### config.mk
export PLATFORM = sky130hd
export DESIGN_NAME = icap_reg_access
export DESIGN_NICKNAME = d
export VERILOG_FILES = /design/src/rtl/icap_reg_access.sv
export SDC_FILE = /design/constraint.sdc
export NUM_CORES = 1
export LEC_CHECK = 0
export CAP_MARGIN = 20
export CELL_PAD_IN_SITES_DETAIL_PLACEMENT = 0
export CELL_PAD_IN_SITES_GLOBAL_PLACEMENT = 1
export CORE_MARGIN = 8
export CORE_UTILIZATION = 38
export DETAILED_ROUTE_END_ITERATION = 7
export GPL_ROUTABILITY_DRIVEN = 0
export PLACE_DENSITY = 0.88
export REMOVE_ABC_BUFFERS = 1
export SLEW_MARGIN = 20
export SYNTH_ARGS = -nofsm -noshare
export SYNTH_HDL_FRONTEND = slang
export SYNTH_SLANG_ARGS = --single-unit
export TNS_END_PERCENT = 5
### constraint.sdc
create_clock -name clk -period 4.82 [get_ports clk]
set_input_delay 0.964 -clock clk [delete_from_list [all_inputs] [get_ports clk]]
set_output_delay 0.964 -clock clk [all_outputs]
set_load 0.01 [all_outputs]
### src/rtl/icap_reg_access.sv
// Single-register ICAPE2 (X32) initiator: sync, Type-1 packet, data or read turnaround, desync.
// ICAP outputs are registered one cycle behind the state that selects them.
module icap_reg_access #(
  parameter bit          BIT_SWAP = 1'b1,
  parameter int unsigned READ_LAT = 4
) (
  input  logic        clk,
  input  logic        rst,
  input  logic        req,
  input  logic        wr,
  input  logic [4:0]  addr,
  input  logic [31:0] wdata,
  output logic        busy,
  output logic        done,
  output logic [31:0] rdata,
  output logic        icap_csib,
  output logic        icap_rdwrb,
  output logic [31:0] icap_i,
  input  logic [31:0] icap_o
);

  localparam logic [31:0] NOOP      = 32'h20000000;
  localparam logic [31:0] SYNC      = 32'hAA995566;
  localparam logic [31:0] DUMMY     = 32'hFFFFFFFF;
  localparam logic [31:0] CMD_HDR   = 32'h30008001;
  localparam logic [31:0] DESYNC    = 32'h0000000D;
  localparam logic [31:0] RDHDR_B   = 32'h28000001;
  localparam logic [31:0] WRHDR_B   = 32'h30000001;
  localparam logic [3:0]  WAIT_LAST = 4'(READ_LAT - 1);

  typedef enum logic [2:0] {IDLE, WBURST, RBURST, TURN1, RWAIT, TURN2, DBURST, FIN} state_t;

  state_t      state;
  logic [3:0]  idx;
  logic [3:0]  wcnt;
  logic        wr_q;
  logic [4:0]  addr_q;
  logic [31:0] wdata_q;
  logic [31:0] hold;

  // Per-byte bit reversal; it is its own inverse, so it serves both directions.
  function automatic logic [31:0] phys(input logic [31:0] x);
    logic [31:0] y;
    for (int i = 0; i < 32; i++) y[i] = x[(i / 8) * 8 + 7 - (i % 8)];
    return BIT_SWAP ? y : x;
  endfunction

  function automatic logic [31:0] wr_word(input logic [3:0] k, input logic [4:0] a,
                                          input logic [31:0] d);
    case (k)
      4'd0:    return DUMMY;
      4'd1:    return SYNC;
      4'd3:    return WRHDR_B | (32'(a) << 13);
      4'd4:    return d;
      4'd5:    return CMD_HDR;
      4'd6:    return DESYNC;
      default: return NOOP;
    endcase
  endfunction

  function automatic logic [31:0] rd_word(input logic [3:0] k, input logic [4:0] a);
    case (k)
      4'd0:    return DUMMY;
      4'd1:    return SYNC;
      4'd3:    return RDHDR_B | (32'(a) << 13);
      default: return NOOP;
    endcase
  endfunction

  function automatic logic [31:0] ds_word(input logic [3:0] k);
    case (k)
      4'd0:    return CMD_HDR;
      4'd1:    return DESYNC;
      default: return NOOP;
    endcase
  endfunction

  always_ff @(posedge clk) begin
    if (rst) begin
      state      <= IDLE;
      idx        <= 4'd0;
      wcnt       <= 4'd0;
      wr_q       <= 1'b0;
      addr_q     <= 5'd0;
      wdata_q    <= 32'd0;
      hold       <= 32'd0;
      busy       <= 1'b0;
      done       <= 1'b0;
      rdata      <= 32'd0;
      icap_csib  <= 1'b1;
      icap_rdwrb <= 1'b0;
      icap_i     <= DUMMY;
    end else begin
      done      <= 1'b0;
      icap_csib <= 1'b1;
      icap_i    <= DUMMY;
      case (state)
        IDLE: begin
          icap_rdwrb <= 1'b0;
          if (req) begin
            wr_q    <= wr;
            addr_q  <= addr;
            wdata_q <= wdata;
            busy    <= 1'b1;
            idx     <= 4'd0;
            wcnt    <= 4'd0;
            state   <= wr ? WBURST : RBURST;
          end
        end
        WBURST: begin
          icap_csib  <= 1'b0;
          icap_rdwrb <= 1'b0;
          icap_i     <= phys(wr_word(idx, addr_q, wdata_q));
          if (idx == 4'd8) begin
            idx   <= 4'd0;
            state <= FIN;
          end else idx <= idx + 4'd1;
        end
        RBURST: begin
          icap_csib  <= 1'b0;
          icap_rdwrb <= 1'b0;
          icap_i     <= phys(rd_word(idx, addr_q));
          if (idx == 4'd5) begin
            idx   <= 4'd0;
            state <= TURN1;
          end else idx <= idx + 4'd1;
        end
        TURN1: begin
          // Deselected cycle so RDWRB rises while CSIB is high.
          icap_rdwrb <= 1'b1;
          wcnt       <= 4'd0;
          state      <= RWAIT;
        end
        RWAIT: begin
          icap_csib  <= 1'b0;
          icap_rdwrb <= 1'b1;
          if (wcnt == WAIT_LAST) begin
            wcnt  <= 4'd0;
            state <= TURN2;
          end else wcnt <= wcnt + 4'd1;
        end
        TURN2: begin
          // icap_o here reflects the last selected read cycle.
          hold       <= phys(icap_o);
          icap_rdwrb <= 1'b0;
          idx        <= 4'd0;
          state      <= DBURST;
        end
        DBURST: begin
          icap_csib  <= 1'b0;
          icap_rdwrb <= 1'b0;
          icap_i     <= phys(ds_word(idx));
          if (idx == 4'd3) begin
            idx   <= 4'd0;
            state <= FIN;
          end else idx <= idx + 4'd1;
        end
        FIN: begin
          icap_rdwrb <= 1'b0;
          done       <= 1'b1;
          busy       <= 1'b0;
          if (!wr_q) rdata <= hold;
          state <= IDLE;
        end
        default: state <= IDLE;
      endcase
    end
  end

endmodule
==> results of run 1 <==
-- power groups by stage --
stage	clock, mW	combinational [mW]	sequential [mW]
after global placement	0	1.04	1.54
after floorplan	0	0.531	1.57
final	1.18	1.07	1.52
after global routing	1.26	1.18	1.55
after CTS	1.20	1.07	1.52
after detailed placement	0	1.06	1.55
-- cells by family after synthesis --
kind of cell             count (synthesis)
AND/OR/NAND/NOR                        278
AO/OA/AOI/OAI                          205
flip-flops                             149
buffers and inverters                   58
adder cells (fa/ha/maj)                  5
-- worst max path at each step --
stage	start	end	slack, ps	depth (start not counted)
floorplan	state[2]$_SDFFE_PP0P_	hold[0]$_SDFFE_PP0P_	1890	4
global placement	req	wdata_q[4]$_SDFFE_PP0P_	2100	5
detailed placement	req	wdata_q[30]$_SDFFE_PP0P_	2040	6
CTS	idx[0]$_SDFFE_PP0P_	icap_i[19]$_SDFF_PP1_	2080	6
global route	idx[1]$_SDFFE_PP0P_	icap_i[22]$_SDFF_PP1_	2080	6
finish	idx[0]$_SDFFE_PP0P_	icap_i[22]$_SDFF_PP1_	2360	6
-- flip-flops by register name, indices dropped and copies added, names as in the netlist --
name	flops
hold	32
icap_i	32
rdata	32
wdata_q	32
addr_q	5
idx	4
wcnt	4
state	3
busy	1
done	1
icap_csib	1
icap_rdwrb	1
wr_q	1
-- stage by stage --
stage	power (mW)	setup WS [ps]	cell area [µm²]	hold slack (ps)	util, %
global route	3.98	2080	7640	464	52.8
finish	3.77	2360	7640	451	52.8
global placement	2.58	2100	7080	435	48.9
CTS	3.79	2080	7630	452	52.7
floorplan	2.11	1890	5400	426	-
detailed placement	2.60	2040	7100	445	49.0
-- area by class of cell --
type | instances | area [µm²] | share of cell area [%]
clock buffers | 29 | 510 | 6.68
clock inverters | 3 | 17.5 | 0.229
inverters | 7 | 26.3 | 0.344
multi-input cells | 488 | 2400 | 31.4
flip-flops and latches | 149 | 2980 | 39.0
well taps | 184 | 230 | 3.01
repair buffers | 149 | 1480 | 19.3
-- worst max-delay path, cell delays in order, from the launching register on --
cell and delay, ps:
dfxtp_1 360, inv_1 110, ha_1 440, and3b_1 780, and2_1 320, a221oi_1 100, o21ai_0 250
-- routing by layer --
metal / up-vias / routed length (µm) / global-route usage [%]
li1: 2571 / - / -
met1: 2378 / 7070 / 20.8
met2: 168 / 6880 / 25.5
met3: 15 / 1540 / 6.78
met4: 0 / 141 / 5.01
met5: - / 0 / 0
-- layout by cell type (no fill, tap or decap), drive strengths merged, types with 3 or more instances in the layout --
cell,count
o21ai,32
ha,5
nand2,213
nor2,21
a21o,5
a21oi,143
nand2b,3
inv,6
and2,3
or2,3
dfxtp,149
buf,10
a211oi,3
nor3,7
clkbuf,29
clkdlybuf4s50,139
nand3,8
nor3b,7
clkinv,3
==> results by group, run 1 <==
Drt
  – Vias/cell: 5.09
  – Remaining antenna violation count: 0
  – Initial DRC count: 364
  – Final WL: 15600 µm
  – Drc violations: 0
  – Drt first pass iters: 5
  – Routed length per instance: 15.5 µm
  – Via count: 5132

Timing
  – Unrepaired setup endpoints after global routing: no
  – Final setup viols: 0
  – Worst slew pin tran: 831 ps
  – Setup Skew: 6.96 ps
  – Post-layout min period: 2460 ps
  – Fmax: 406 MHz
  – Max-slew violation count: 0
  – Worst relative slew slack: 44.6%
  – Tcrit/Tclk final: 51.1%
  – Final hold violation count: 0
  – Setup TNS: 0 ps

Clocking
  – Post_cts resized: 0
  – Root Driver: clkbuf_16
  – Max clock buf depth: 2
  – Htree depth: 4
  – Hold buffer count at CTS: 0
  – Post-CTS setup buffer count: 0
  – Clock-pin slew on the worst setup and hold paths: 60 ps
  – Clk Latency, worst-skew pair: 420 ps
  – CTS Sinks: 149
  – CTS tree: done
  – Num CTS Buffers: 17

Yosys
  – Cell Area, Synth: 5600 µm²
  – Post-synthesis sequential area ratio: 53.3%
  – Yosys reg bits: 149
  – Yosys warns: 0
  – Post-Synthesis Cells: 695
  – Synth top area share: 53.3%
  – Main combinational cell family by area after synthesis: simple AND/OR/NAND/NOR gates
  – Simple-gate share of the synthesized area: 21.2%
  – Number of distinct library cells after synthesis: 49
  – Async SR Flop Fraction: 0%
  – Synth Flop Type: dfxtp_1
  – Syn avg cell area: 8.05 µm²
  – Area leader, netlist: dfxtp_1
  – Post-synthesis mux area share: 0%
  – Synth area leaders: dfxtp_1 53%, nand2_1 14%, a21oi_1 13%
  – Most frequent cell after synthesis: nand2_1
  – Compound-cell area share of the yosys netlist: 20.3%
  – Number of synthesized flops with an enable pin: 0
  – Adder-cell share of the synthesized area: 1.12%
  – Most frequent cells after synthesis: 213 x nand2_1, 149 x dfxtp_1, 143 x a21oi_1
  – Post-synthesis xor/xnor area fraction: 0%

Die
  – Die Area: 18900 µm²
  – Core Region: 14500 µm²
  – Die Wd: 137 µm
  – Ports: 141
  – Effective utilization at floorplan: 38.7%
  – Die Span Y: 137 µm
  – Rows: 44

Place
  – DP Wirelength: 10800 µm
  – Placed cells: 976
  – IO buf count: 140

Layout
  – Layout cells sized above 1: 5.82%
  – Syn-to-layout area delta: 36.5%
  – Layout Cells excl Fill: 1009
  – # diodes: 0
  – Layout net count: 890
  – Filler cell count: 1354

Job
  – MaxCap Viol Count: 0

GRT
  – Total track usage: 16.6%
  – Total gr overflow: 0
  – Number of global-route vias before repair: 5025
  – First-pass GRT wire length: 24800 µm
  – Initial antenna violation count: 0
  – Largest net degree at the start of global routing: 66

Power
  – Clock Power Share: 31.4%
  – Comb power frac: 28.3%
  – Leakage power total: 2.73 nW
  – Sequential share of power: 40.4%
  – Peak VDD IR: 373 µV
  – Power Internal: 2.60 mW
  – Sw Ratio: 31.0%
  – Switch Pwr: 1.17 mW
  – Power Dens Cells: 493 nW/µm²

Worst setup path
  – R2r worst-path depth: 6
  – R2r endpoint: icap_i[22]$_SDFF_PP1_
  – Startpoint types: flip-flop
  – FF-to-FF setup slack: 2360 ps
  – Critical path fanouts, max: 23
  – Crit end category: flip-flop
  – Crit path kind: flip-flop to flip-flop
  – CP required: 5140 ps
  – Crit path DAT: 2780 ps
  – Origin of the critical flop-to-flop path: idx[0]$_SDFFE_PP0P_

Worst hold path
  – Hold Path Sink: rdata[4]$_SDFFE_PP0P_
  – Worst min path class: flip-flop to flip-flop
  – Hold path startpoint: hold[4]$_SDFFE_PP0P_
  – Hold Crit Depth: 2

Outcome
  – Status: finished clean
Power figures use the tool's default switching activity.
==> inputs of run 2 (changes only) <==
CORE_UTILIZATION = 32   (was 38)
PLACE_DENSITY = 0.8   (was 0.88)
clock period = 2.25 ns   (was 4.82 ns; I/O delays follow)
==> run 2 against run 1 <==
  * Routed wire length is 3.1% higher
  * Sequential power rose by 110%
  * Sequential share of layout area fell by 1.2 points
  * Largest power group unchanged
==> results by group, run 2 (synthesis gave the netlist of run 1 again) <==
GRT
  – Layer with the highest usage: met2
  – Met1 Use GR: 19.8% (-0.94 points)
  – M3 GR Usage: 5.83% (-0.95 points)
  – Number of global-route vias before repair: 4738 (-5.7%)
  – Total track usage: 14.6% (-1.9 points)
  – Total gr overflow: 0 (unchanged)
  – First-pass GRT wire length: 25600 µm (+3.0%)
  – Routing usage on met2: 20.5% (-4.9 points)
  – Largest net degree at the start of global routing: 50 (-24%)
  – Initial antenna violation count: 0 (unchanged)

Worst setup path
  – R2r worst-path depth: 7 (+1)
  – Critical path fanouts, max: 23 (unchanged)
  – Crit path DAT: 2340 ps (-440 ps)
  – Crit end category: flip-flop
  – Crit path kind: flip-flop to flip-flop
  – R2r endpoint: icap_i[4]$_SDFF_PP1_
  – Origin of the critical flop-to-flop path: idx[0]$_SDFFE_PP0P_
  – FF-to-FF setup slack: 270 ps (-2080 ps)
  – CP required: 2610 ps (-2530 ps)
  – Startpoint types: flip-flop

Die
  – Rows: 48 (+9.1%)
  – Die Area: 22000 µm² (+16%)
  – Die Span Y: 148 µm (+7.9%)
  – Effective utilization at floorplan: 32.6% (-6.1 points)
  – Ports: 141 (unchanged)
  – Core Region: 17200 µm² (+19%)
  – Die Wd: 148 µm (+7.9%)

Drt
  – Drc violations: 0 (unchanged)
  – Drt first pass iters: 4 (-1)
  – Initial DRC count: 281 (-23%)
  – Final WL: 16100 µm (+3.1%)
  – Via count: 5019 (-2.2%)
  – Vias/cell: 4.71 (-7.3%)
  – Routed length per instance: 15.1 µm (-2.4%)
  – Remaining antenna violation count: 0 (unchanged)

Timing
  – Setup TNS: 0 ps (unchanged)
  – Final setup viols: 0 (unchanged)
  – Tcrit/Tclk final: 87.8% (+37 points)
  – Unrepaired setup endpoints after global routing: no
  – Min Hold Slack: 437 ps (-14.2 ps)
  – Final hold violation count: 0 (unchanged)
  – Worst slew pin tran: 656 ps (-174 ps)
  – Fmax: 506 MHz (+25%)
  – Post-layout min period: 1980 ps (-486 ps)
  – Max-slew violation count: 0 (unchanged)
  – Setup Skew: 10.3 ps (+3.39 ps)
  – Worst relative slew slack: 56.2% (+12 points)

Power
  – Power Dens Cells: 1080 nW/µm² (+120%)
  – Power Total: 8.48 mW (+120%)
  – Leakage power total: 2.84 nW (+3.9%)
  – Peak VDD IR: 664 µV (+78%)

Worst hold path
  – Hold Crit Depth: 2 (unchanged)
  – Hold path startpoint: rst
  – Worst min path class: primary input to flip-flop
  – Hold Path Sink: wcnt[0]$_SDFFE_PP0P_

Layout
  – Commonest non-fill, non-tap cell in the layout: nand2_1
  – Layout net count: 905 (+1.7%)
  – Leading cell types in the layout, fill and taps excluded: 213 x nand2_1, 149 x dfxtp_1, 143 x a21oi_1, 139 x clkdlybuf4s50_1, 32 x o21ai_0
  – Layout Cells excl Fill: 1065 (+5.6%)
  – Layout cells sized above 1: 8.33% (+2.5 points)
  – # diodes: 0 (unchanged)
  – Syn-to-layout area delta: 40.8%

Job
  – MaxCap Viol Count: 0 (unchanged)

Clocking
  – Clock-pin slew on the worst setup and hold paths: 60 ps (about the same)
  – Post_cts resized: 0 (unchanged)
  – Clk Latency, worst-skew pair: 430 ps (about the same)
  – Hold buffer count at CTS: 0 (unchanged)
  – Root Driver: clkbuf_16
  – CTS Sinks: 149 (unchanged)
  – Post-CTS setup buffer count: 0 (unchanged)
  – Max clock buf depth: 2 (unchanged)
  – CTS tree: done
  – Num CTS Buffers: 17 (unchanged)
  – Htree depth: 4 (unchanged)

Place
  – Placed cells: 1033 (+5.8%)
  – IO buf count: 140 (unchanged)
  – DP Wirelength: 10800 µm (+0.42%)

Outcome
  – Status: finished clean
## run 2: metrics by stage
stage / utilization, % / setup slack, ps / instance area (µm²)
finish: 45.9 / 273 / 7880
CTS: 45.9 / 253 / 7880
global route: 45.9 / 108 / 7880
detailed placement: 42.5 / 288 / 7300
floorplan: - / -683 / 5400
global placement: 42.5 / 330 / 7300
## run 2: routing by layer
metal	vias up	routed length, µm
met3	21	1260
met5	-	0
met1	2245	8010
li1	2601	-
met2	152	6630
met4	0	210
## run 2: critical path: stages, from the launching register on
cell and delay (ps):
dfxtp_1 360, inv_1 110, ha_1 420, nor2_1 140
a311o_4 420, buf_4 210, a21o_1 170, nand3_1 70
## run 2: cell type report
| class | instances | area [µm²] |
|---|---|---|
| clock inverters | 13 | 134 |
| inverters | 7 | 26.3 |
| fillers | 1801 | 9300 |
| well taps | 225 | 282 |
| clock buffers | 19 | 443 |
| repair buffers | 164 | 1620 |
| flip-flops and latches | 149 | 2980 |
| multi-input cells | 488 | 2400 |
## run 2: how the worst max path moves through the flow
stage,endpoint,cells past startpoint,start
after floorplan,hold[0]$_SDFFE_PP0P_,4,state[2]$_SDFFE_PP0P_
after global placement,icap_i[4]$_SDFF_PP1_,7,idx[0]$_SDFFE_PP0P_
after detailed placement,icap_i[4]$_SDFF_PP1_,7,idx[0]$_SDFFE_PP0P_
after CTS,icap_i[4]$_SDFF_PP1_,7,idx[0]$_SDFFE_PP0P_
after global routing,state[0]$_SDFFE_PP0P_,6,idx[0]$_SDFFE_PP0P_
final,icap_i[4]$_SDFF_PP1_,7,idx[0]$_SDFFE_PP0P_
## run 2: where the power goes
group          total (mW)  internal (mW)  leakage (nW)  switching, mW
clock                2.76           1.65         0.278           1.11
sequential           3.24           3.03          1.21          0.207
combinational        2.48           1.15          1.35           1.33
==> inputs of run 3 (changes only) <==
PLACE_DENSITY = default   (was 0.8)
PLACE_DENSITY_LB_ADDON = 0.12   (was default)
==> run 3 against run 2 <==
  * Final cell count is 0.19% lower
  * Die area stayed put
  * Clock power is 6% higher
  * Non-clock buffer count is 1 lower
  * Utilization is 0.17 points higher
  * Clock skew is 2.4 ps lower
  * Largest cell class unchanged
==> results by group, run 3 (synthesis gave the netlist of run 1 again) <==
Die
  – Rows: 48 (unchanged)
  – Core Region: 17200 µm² (unchanged)
  – Die Area: 22000 µm² (unchanged)
  – Die Span Y: 148 µm (unchanged)
  – Ports: 141 (unchanged)
  – Effective utilization at floorplan: 32.6% (unchanged)
  – Die Wd: 148 µm (unchanged)

Worst setup path
  – Worst path top cell family by delay: compound AO/OA/AOI/OAI gates
  – CP required: 2600 ps (about the same)
  – Crit path DAT: 2370 ps (+30 ps)
  – Crit-path max cell delay: 450 ps (+30 ps)
  – Startpoint types: flip-flop
  – FF-to-FF setup slack: 240 ps (-40 ps)
  – Critical path fanouts, max: 9 (-61%)
  – R2r endpoint: state[0]$_SDFFE_PP0P_
  – Crit-path cells: inv_1 -> ha_1 -> and3b_1 -> o32ai_1 -> buf_4 -> a311oi_1 -> a22o_1
  – Number of buffers and inverters on the critical path: 2 (unchanged)
  – Origin of the critical flop-to-flop path: idx[0]$_SDFFE_PP0P_
  – Crit path kind: flip-flop to flip-flop
  – R2r worst-path depth: 7 (unchanged)
  – Crit path from: idx[0]$_SDFFE_PP0P_
  – Crit end category: flip-flop
  – CP Depth: 7 (unchanged)
  – Slowest cell on crit path: a311oi_1
  – Worst setup endpoint: state[0]$_SDFFE_PP0P_

Place
  – Pre-CTS setup slack: 292 ps (+3.91 ps)
  – DP Wirelength: 11300 µm (+4.7%)
  – IO buf count: 140 (unchanged)

GRT
  – Layer with the highest usage: met2
  – First-pass GRT wire length: 27400 µm (+7.1%)
  – Number of global-route vias before repair: 5299 (+12%)
  – Total gr overflow: 0 (unchanged)
  – Routing usage on met2: 24.5% (+3.9 points)
  – Total track usage: 15.3% (+0.71 points)
  – Initial antenna violation count: 0 (unchanged)
  – Met1 Use GR: 19.4% (-0.46 points)
  – Largest net degree at the start of global routing: 56 (+12%)
  – M3 GR Usage: 4.38% (-1.5 points)

Layout
  – # diodes: 0 (unchanged)
  – Commonest non-fill, non-tap cell in the layout: nand2_1
  – Syn-to-layout area delta: 41.3%
  – Layout net count: 904 (-0.11%)
  – Multi-input gate area: 2400 µm² (+0.21%)
  – FF/Latch Area: 2980 µm² (unchanged)
  – Layout cells sized above 1: 8.00% (-0.34 points)
  – Leading cell types in the layout, fill and taps excluded: 213 x nand2_1, 149 x dfxtp_1, 143 x a21oi_1, 139 x clkdlybuf4s50_1, 32 x o21ai_0
  – Filler cell count: 1726 (-4.2%)

Timing
  – Setup Skew: 7.95 ps (-2.40 ps)
  – Post-route setup slack: 237 ps (-36.5 ps)
  – Tcrit/Tclk final: 89.5% (+1.6 points)
  – Worst slew pin tran: 678 ps (+21.3 ps)
  – Final hold violation count: 0 (unchanged)
  – Unrepaired setup endpoints after global routing: no
  – Fmax: 497 MHz (-1.8%)
  – Setup TNS: 0 ps (unchanged)
  – Min Hold Slack: 441 ps (+4.83 ps)
  – Final setup viols: 0 (unchanged)
  – Worst relative slew slack: 54.8% (-1.4 points)
  – Max-slew violation count: 0 (unchanged)
  – Post-layout min period: 2010 ps (+36.5 ps)

Clocking
  – Post-CTS setup buffer count: 0 (unchanged)
  – CTS Sinks: 149 (unchanged)
  – Max clock buf depth: 2 (unchanged)
  – Root Driver: clkbuf_16
  – CTS tree: done
  – Clock-pin slew on the worst setup and hold paths: 60 ps (about the same)
  – Num CTS Buffers: 17 (unchanged)
  – Hold buffer count at CTS: 0 (unchanged)
  – Post_cts resized: 0 (unchanged)
  – Clk Latency, worst-skew pair: 420 ps (about the same)
  – Htree depth: 4 (unchanged)

Drt
  – Vias/cell: 4.84 (+2.8%)
  – Remaining antenna violation count: 0 (unchanged)
  – Drt first pass iters: 6 (+2)
  – Final WL: 16700 µm (+4.0%)
  – Drc violations: 0 (unchanged)
  – Initial DRC count: 256 (-8.9%)
  – Via count: 5148 (+2.6%)
  – Routed length per instance: 15.8 µm (+4.2%)

Outcome
  – Status: finished clean

Worst hold path
  – Worst min path class: primary input to flip-flop

Job
  – MaxCap Viol Count: 0 (unchanged)

Power
  – Peak VDD IR: 546 µV (-18%)
  – Leakage power total: 2.86 nW (+0.71%)
  – Power Dens Cells: 1100 nW/µm² (+1.9%)
-- run 3: worst min path at each step --
| stage | startpoint | to | cells past startpoint |
|---|---|---|---|
| 2_1_floorplan | hold[0]$_SDFFE_PP0P_ | rdata[0]$_SDFFE_PP0P_ | 2 |
| 3_3_place_gp | hold[25]$_SDFFE_PP0P_ | rdata[25]$_SDFFE_PP0P_ | 2 |
| 3_5_place_dp | hold[13]$_SDFFE_PP0P_ | rdata[13]$_SDFFE_PP0P_ | 2 |
| 4_1_cts | rst | done$_SDFF_PP0_ | 2 |
| 5_1_grt | rst | done$_SDFF_PP0_ | 2 |
| 6_report | rst | done$_SDFF_PP0_ | 2 |
-- run 3: stage by stage --
| stage | area, µm² | instances | total power [mW] | utilization (%) |
|---|---|---|---|---|
| floorplan | 5400 | 644 | 4.51 | - |
| global placement | 7300 | 1032 | 5.80 | 42.5 |
| detailed placement | 7300 | 1032 | 5.83 | 42.5 |
| CTS | 7910 | 1063 | 8.79 | 46.1 |
| global route | 7910 | 1063 | 9.20 | 46.1 |
| finish | 7910 | 1063 | 8.68 | 46.1 |
-- run 3: routing by layer --
metal | share of wire (%) | up-vias
met1 | 47 | 2403
met2 | 46 | 126
li1 | - | 2600
met4 | 1.4 | 0
met3 | 5.7 | 19
met5 | 0 | -
-- run 3: layout make-up --
type / count / share of cell area [%]
clock buffer: 24 / 6.22
clock inverter: 7 / 1.49
inverter: 7 / 0.332
multi-input combinational: 488 / 30.4
sequential: 149 / 37.7
tap: 225 / 3.56
timing repair buffer: 163 / 20.3
-- run 3: power by group --
group	internal [mW]	switching [mW]
Sequential	3.03	0.186
Combinational	1.15	1.39
Clock	1.86	1.06
Total	6.04	2.63
